==> src/rtl/jump_ctrl_if.sv <==
// Handshake/bus bundle between a caller and the conditional-jump controller.
interface jump_ctrl_if #(
  parameter int unsigned ADDR_W = 16
);
  logic              start;
  logic [2:0]        cond;
  logic              zflag;
  logic              oflag;
  logic              cflag;
  logic              sflag;
  logic              mem_req;
  logic              mem_valid;
  logic [7:0]        mem_data;
  logic              busy;
  logic              done;
  logic              taken;
  logic              pc_load;
  logic [ADDR_W-1:0] pc_out;

  // Caller side: issues requests and supplies operand bytes.
  modport master (
    output start, cond, zflag, oflag, cflag, sflag, mem_valid, mem_data,
    input  mem_req, busy, done, taken, pc_load, pc_out
  );

  // Controller side.
  modport slave (
    input  start, cond, zflag, oflag, cflag, sflag, mem_valid, mem_data,
    output mem_req, busy, done, taken, pc_load, pc_out
  );
endinterface

==> src/rtl/jump_ctrl.sv <==
// Conditional-jump controller: fetches a two-byte target (hi, lo), evaluates
// the condition against flags captured at start, and strobes a PC load.
module jump_ctrl #(
  parameter int unsigned ADDR_W = 16
) (
  input  logic        clk,
  input  logic        reset,
  jump_ctrl_if.slave  bus
);

  localparam int unsigned TGT_W = 16;

  typedef enum logic [2:0] {
    IDLE     = 3'd0,
    FETCH_HI = 3'd1,
    FETCH_LO = 3'd2,
    EVAL     = 3'd3,
    DONE     = 3'd4
  } state_t;

  state_t            state;
  logic [2:0]        cond_q;
  logic              z_q;
  logic              o_q;
  logic              c_q;
  logic              s_q;
  logic [TGT_W-1:0]  target_q;
  logic              mem_req_q;
  logic              busy_q;
  logic              done_q;
  logic              taken_q;
  logic              pc_load_q;
  logic [ADDR_W-1:0] pc_q;
  logic              cond_true_c;

  // Condition decode from the flags captured at start.
  always_comb begin
    cond_true_c = 1'b0;
    case (cond_q)
      3'b000:  cond_true_c = 1'b1;
      3'b001:  cond_true_c = z_q;
      3'b010:  cond_true_c = ~z_q;
      3'b011:  cond_true_c = c_q;
      3'b100:  cond_true_c = ~c_q;
      3'b101:  cond_true_c = s_q;
      3'b110:  cond_true_c = o_q;
      3'b111:  cond_true_c = s_q ^ o_q;
      default: cond_true_c = 1'b0;
    endcase
  end

  // Sequencer with all outputs registered alongside the state.
  always_ff @(posedge clk or negedge reset) begin
    if (!reset) begin
      state     <= IDLE;
      cond_q    <= 3'b000;
      z_q       <= 1'b0;
      o_q       <= 1'b0;
      c_q       <= 1'b0;
      s_q       <= 1'b0;
      target_q  <= '0;
      mem_req_q <= 1'b0;
      busy_q    <= 1'b0;
      done_q    <= 1'b0;
      taken_q   <= 1'b0;
      pc_load_q <= 1'b0;
      pc_q      <= '0;
    end else begin
      case (state)
        IDLE: begin
          if (bus.start) begin
            state     <= FETCH_HI;
            cond_q    <= bus.cond;
            z_q       <= bus.zflag;
            o_q       <= bus.oflag;
            c_q       <= bus.cflag;
            s_q       <= bus.sflag;
            mem_req_q <= 1'b1;
            busy_q    <= 1'b1;
          end
        end
        FETCH_HI: begin
          if (bus.mem_valid) begin
            target_q[15:8] <= bus.mem_data;
            state          <= FETCH_LO;
          end
        end
        FETCH_LO: begin
          if (bus.mem_valid) begin
            target_q[7:0] <= bus.mem_data;
            mem_req_q     <= 1'b0;
            state         <= EVAL;
          end
        end
        EVAL: begin
          // Bytes are always consumed; only the load strobe depends on the condition.
          taken_q   <= cond_true_c;
          pc_load_q <= cond_true_c;
          pc_q      <= cond_true_c ? ADDR_W'(target_q) : '0;
          done_q    <= 1'b1;
          state     <= DONE;
        end
        DONE: begin
          done_q    <= 1'b0;
          pc_load_q <= 1'b0;
          busy_q    <= 1'b0;
          state     <= IDLE;
        end
        default: begin
          state     <= IDLE;
          mem_req_q <= 1'b0;
          busy_q    <= 1'b0;
          done_q    <= 1'b0;
          pc_load_q <= 1'b0;
        end
      endcase
    end
  end

  assign bus.mem_req = mem_req_q;
  assign bus.busy    = busy_q;
  assign bus.done    = done_q;
  assign bus.taken   = taken_q;
  assign bus.pc_load = pc_load_q;
  assign bus.pc_out  = pc_q;

endmodule

==> src/flat_wrapper.sv <==
// flat-port wrapper written by rule: the top's interface ports become plain ports
module jump_ctrl_flat 
#(
  parameter int unsigned ADDR_W = 16
)
  (clk, reset, bus_start, bus_cond, bus_zflag, bus_oflag, bus_cflag, bus_sflag, bus_mem_valid, bus_mem_data, bus_mem_req, bus_busy, bus_done, bus_taken, bus_pc_load, bus_pc_out);
  jump_ctrl_if #(.ADDR_W(ADDR_W)) bus_i ();
  input  logic clk;
  input  logic reset;
  input wire logic [$bits(bus_i.start)-1:0] bus_start;
  input wire logic [$bits(bus_i.cond)-1:0] bus_cond;
  input wire logic [$bits(bus_i.zflag)-1:0] bus_zflag;
  input wire logic [$bits(bus_i.oflag)-1:0] bus_oflag;
  input wire logic [$bits(bus_i.cflag)-1:0] bus_cflag;
  input wire logic [$bits(bus_i.sflag)-1:0] bus_sflag;
  input wire logic [$bits(bus_i.mem_valid)-1:0] bus_mem_valid;
  input wire logic [$bits(bus_i.mem_data)-1:0] bus_mem_data;
  output wire logic [$bits(bus_i.mem_req)-1:0] bus_mem_req;
  output wire logic [$bits(bus_i.busy)-1:0] bus_busy;
  output wire logic [$bits(bus_i.done)-1:0] bus_done;
  output wire logic [$bits(bus_i.taken)-1:0] bus_taken;
  output wire logic [$bits(bus_i.pc_load)-1:0] bus_pc_load;
  output wire logic [$bits(bus_i.pc_out)-1:0] bus_pc_out;
  assign bus_i.start = bus_start;
  assign bus_i.cond = bus_cond;
  assign bus_i.zflag = bus_zflag;
  assign bus_i.oflag = bus_oflag;
  assign bus_i.cflag = bus_cflag;
  assign bus_i.sflag = bus_sflag;
  assign bus_i.mem_valid = bus_mem_valid;
  assign bus_i.mem_data = bus_mem_data;
  assign bus_mem_req = bus_i.mem_req;
  assign bus_busy = bus_i.busy;
  assign bus_done = bus_i.done;
  assign bus_taken = bus_i.taken;
  assign bus_pc_load = bus_i.pc_load;
  assign bus_pc_out = bus_i.pc_out;
  jump_ctrl #(.ADDR_W(ADDR_W)) u_core (.clk(clk), .reset(reset), .bus(bus_i));
endmodule
==> config.mk <==
export PLATFORM = sky130hd
export DESIGN_NAME = jump_ctrl_flat
export DESIGN_NICKNAME = d
export VERILOG_FILES = /design/src/rtl/jump_ctrl_if.sv /design/src/rtl/jump_ctrl.sv /design/src/flat_wrapper.sv
export SDC_FILE = /design/constraint.sdc
export NUM_CORES = 1
export LEC_CHECK = 0
export CAP_MARGIN = 30
export CORE_ASPECT_RATIO = 0.8
export CORE_UTILIZATION = 23
export DETAILED_ROUTE_END_ITERATION = 7
export SKIP_LAST_GASP = 1
export SLEW_MARGIN = 15
export SYNTH_ARGS = -nofsm -noshare
export SYNTH_HDL_FRONTEND = slang
export SYNTH_SLANG_ARGS = --single-unit
export TNS_END_PERCENT = 1
==> constraint.sdc <==
create_clock -name clk -period 1.9 [get_ports clk]
set_input_delay 0.38 -clock clk [delete_from_list [all_inputs] [get_ports clk]]
set_output_delay 0.38 -clock clk [all_outputs]
set_load 0.03 [all_outputs]
==> impl_metrics.py <==
metrics = {
    "status": {
        "status": "finished, final reports clean",
    },
    "yosys": {
        "yosysUniqueCellTypes": 28,
        "yosys.area_share.simple_pct": 12.93,
        "synth-xor-area-share_pct": 0.4596,
        "synth_compound_area_share_pct": 9.652,
        "synthCells": 160,
        "synth_area_um2": 1906,
        "avgSynthCellArea_um2": 11.91,
        "ys_seq_elements": 47,
        "ys_seq_area_share_pct": 61.72,
        "yosys_warnings": 0,
        "syn_nets": 179,
        "synthAdderAreaFrac_pct": 0,
        "synth_mux_area_share_pct": 12.41,
        "synth_top_family_by_area": "simple AND/OR/NAND/NOR gates",
    },
    "critical_path": {
        "worstRegToRegCells": 4,
        "max_stage_delay_ns": 0.69,
        "crit_path_max_fanout": 2,
        "cp_cell_sequence": "clkdlybuf4s50_1",
        "worst_path_dominant_cell_family": "buffers and inverters",
        "end_kind": "primary output",
        "slowest_stage": "clkdlybuf4s50_1",
        "start_kind": "flip-flop",
        "worstPathRequired_ns": 1.52,
        "cp.arrival_ns": 1.37,
        "critPathBufInv": 1,
        "cp_num_cells": 1,
        "crit_type": "reg -> out",
    },
    "place": {
        "gp_congestion": 0.6826,
        "place_inst": 307,
        "numPortBuffers": 39,
        "dp_hpwl_um": 2767,
    },
    "floorplan": {
        "io_pins": 40,
        "die_h_um": 83.42,
        "die-area_um2": 8656,
        "core-area_um2": 7983,
        "rows": 29,
        "initial_core_util_pct": 23.87,
        "die_w_um": 103.8,
    },
    "clocking": {
        "clk_pin_slew_worst_paths_ns": 0.08,
        "cts_max_level": 2,
        "clkLatencyLatePin_ns": 0.29,
        "ctsResizeCount": 0,
        "tritoncts": "yes",
        "hold_buffers": 0,
        "cts_root_buf": "clkbuf_8",
        "cts-root-to-sink-buffers": 2,
        "cts.sinks": 47,
        "cts_buffers": 5,
        "post_cts_buffers": 0,
    },
    "sta": {
        "finalCritPeriodShare_pct": 92.19,
        "rsz0062_at_grt": "no",
        "tightestPinTransition_ns": 0.7353,
        "hold_viol": 0,
        "max_freq_mhz": 570.9,
        "slew_violations": 0,
        "clock_skew_ns": 0.004307,
        "final-setup-viol-count": 0,
        "period_needed_ns": 1.752,
        "setup_tns_ns": 0,
        "relSlewSlack_pct": 50.98,
    },
    "drt": {
        "num_vias": 1288,
        "ant_nets": 0,
        "drt-vias-per-instance": 4.089,
        "wl_um": 3947,
        "first_pass_iters": 5,
        "wl_per_cell_um": 12.53,
        "post-route-drc-count": 0,
        "dr.first_iter.drc_count": 36,
    },
    "power_and_ir_drop": {
        "seqPwrFrac_pct": 41.2,
        "p_int_w": 0.002723,
        "switching_share_pct": 37.41,
        "p_comb_share_pct": 41.6,
        "power_density_nw_per_um2": 1689,
        "clockPowerShare_pct": 17.2,
        "power_leakage_nw": 1.056,
        "peakVddDrop_uv": 427.9,
        "switching_power_w": 0.001628,
    },
    "layout": {
        "nets": 225,
        "drive_above_1_share_pct": 21.26,
        "antenna_cells": 0,
        "final-instance-count-excl-fill": 315,
        "area_growth_pct": 35.19,
    },
    "global_route": {
        "grt_pass1_wl_um": 6727,
        "grt.overflow.total": 0,
        "grt_start_max_net_pins": 29,
        "antenna_found_initial": 0,
        "grt_pass1_vias": 1382,
        "grt_usage_pct": 9.973,
    },
    "min_path": {
        "hold_path.class": "in -> async",
    },
    "flow_run": {
        "maxCapViolations": 0,
    },
}
-- power by group through the flow --
stage | Combinational [W] | Sequential, W | Clock, W
floorplan | 0.000923 | 0.00204 | 0
global placement | 0.00181 | 0.00180 | 0
global route | 0.00199 | 0.00186 | 0.000818
detailed placement | 0.00183 | 0.00182 | 0
CTS | 0.00184 | 0.00180 | 0.000770
finish | 0.00181 | 0.00179 | 0.000749
-- metal layers --
| metal | routed length, um | part of all wire, % | up-vias | global-route usage [%] |
|---|---|---|---|---|
| li1 | - | - | 641 | - |
| met1 | 2064 | 52 | 610 | 13.25 |
| met2 | 1605 | 41 | 30 | 14.70 |
| met3 | 219 | 5.5 | 7 | 4.160 |
| met4 | 58 | 1.5 | 0 | 3.117 |
| met5 | 0 | 0 | - | 0 |
-- cells in the mapped netlist --
master | instances | share of area, %
dfrtp_1 | 47 | 62
nand2_1 | 37 | 7.3
mux2_2 | 21 | 12
o21ai_0 | 19 | 5.0
a21oi_1 | 5 | 1.3
buf_2 | 3 | 0.79
inv_1 | 3 | 0.59
buf_4 | 2 | 0.79
nand2b_1 | 2 | 0.66
nand3_1 | 2 | 0.53
or2_2 | 2 | 0.66
a211oi_1 | 1 | 0.39
a21o_1 | 1 | 0.39
a221oi_4 | 1 | 1.4
a311oi_1 | 1 | 0.46
clkbuf_1 | 1 | 0.20
clkbuf_2 | 1 | 0.26
clkinv_1 | 1 | 0.20
nand3_2 | 1 | 0.53
nand3b_1 | 1 | 0.39
nor2_1 | 1 | 0.20
nor3_1 | 1 | 0.26
nor3b_2 | 1 | 0.66
nor4b_4 | 1 | 1.2
nor4bb_1 | 1 | 0.53
o22ai_1 | 1 | 0.33
o31ai_1 | 1 | 0.39
xor2_1 | 1 | 0.46
-- flip-flops by register name, indices dropped and copies added, names as in the netlist --
| name | flops |
|---|---|
| u_core.o_q | 1 |
| u_core.z_q | 1 |
| u_core.state | 3 |
| u_core.cond_q | 3 |
| u_core.c_q | 1 |
| u_core.bus.pc_load | 1 |
| u_core.bus.pc_out | 16 |
| u_core.target_q | 16 |
| u_core.bus.mem_req | 1 |
| u_core.bus.busy | 1 |
| u_core.bus.taken | 1 |
| u_core.bus.done | 1 |
| u_core.s_q | 1 |
-- cells by family (layout without fill, tap and decap cells) --
group,after synthesis,after routing
AND/OR/NAND/NOR,50,50
AO/OA/AOI/OAI,30,30
flip-flops,47,47
multiplexers,21,21
buffers and inverters,11,58
XOR/XNOR,1,1
-- through the flow --
step,worst slack (ns),util [%],hold slack (ns),power (W),cell area (um2)
after floorplan,0.4115,-,0.08441,0.002961,1906
after global placement,0.08994,30.80,0.3701,0.003610,2459
after detailed placement,0.03371,30.80,0.3705,0.003651,2459
after CTS,0.1401,32.27,0.04298,0.004411,2576
after global routing,0.02033,32.27,0.05119,0.004663,2576
final,0.1483,32.27,0.03883,0.004351,2576
-- path summary, 6_finish.rpt --
kind	from	endpoint	slack (ns)
worst min-delay path	reset	u_core.cond_q[1]	0.04
min in group clk	u_core.bus.pc_out[4]	u_core.bus.pc_out[4]	0.48
worst min register to register	u_core.bus.pc_out[4]	u_core.bus.pc_out[4]	0.48
worst max register to register	u_core.cond_q[0]	u_core.bus.pc_out[15]	0.21
worst max-delay path	u_core.bus.pc_out[15]	bus_pc_out[15]	0.15
max in group asynchronous	reset	u_core.bus.pc_out[14]	1.35
-- area by class of cell --
class | instances | area, um2
Tap cell | 108 | 135.1
Multi-Input combinational cell | 102 | 681.9
Timing Repair Buffer | 46 | 450.4
Sequential cell | 47 | 1176
Fill cell | 831 | 5406
Inverter | 4 | 15.01
Clock inverter | 2 | 35.03
Clock buffer | 6 | 82.58
-- cells in the final DEF, fill, tap and decap left out, types with 2 or more instances in the layout --
master	n
inv_1	3
a21oi_1	5
clkdlybuf4s50_1	38
nand3_1	2
dfrtp_1	47
o21ai_0	19
or2_2	2
mux2_2	21
nand2b_1	2
clkbuf_8	6
nand2_1	37
buf_4	6
Note: power is estimated with default switching activity, not from simulation.
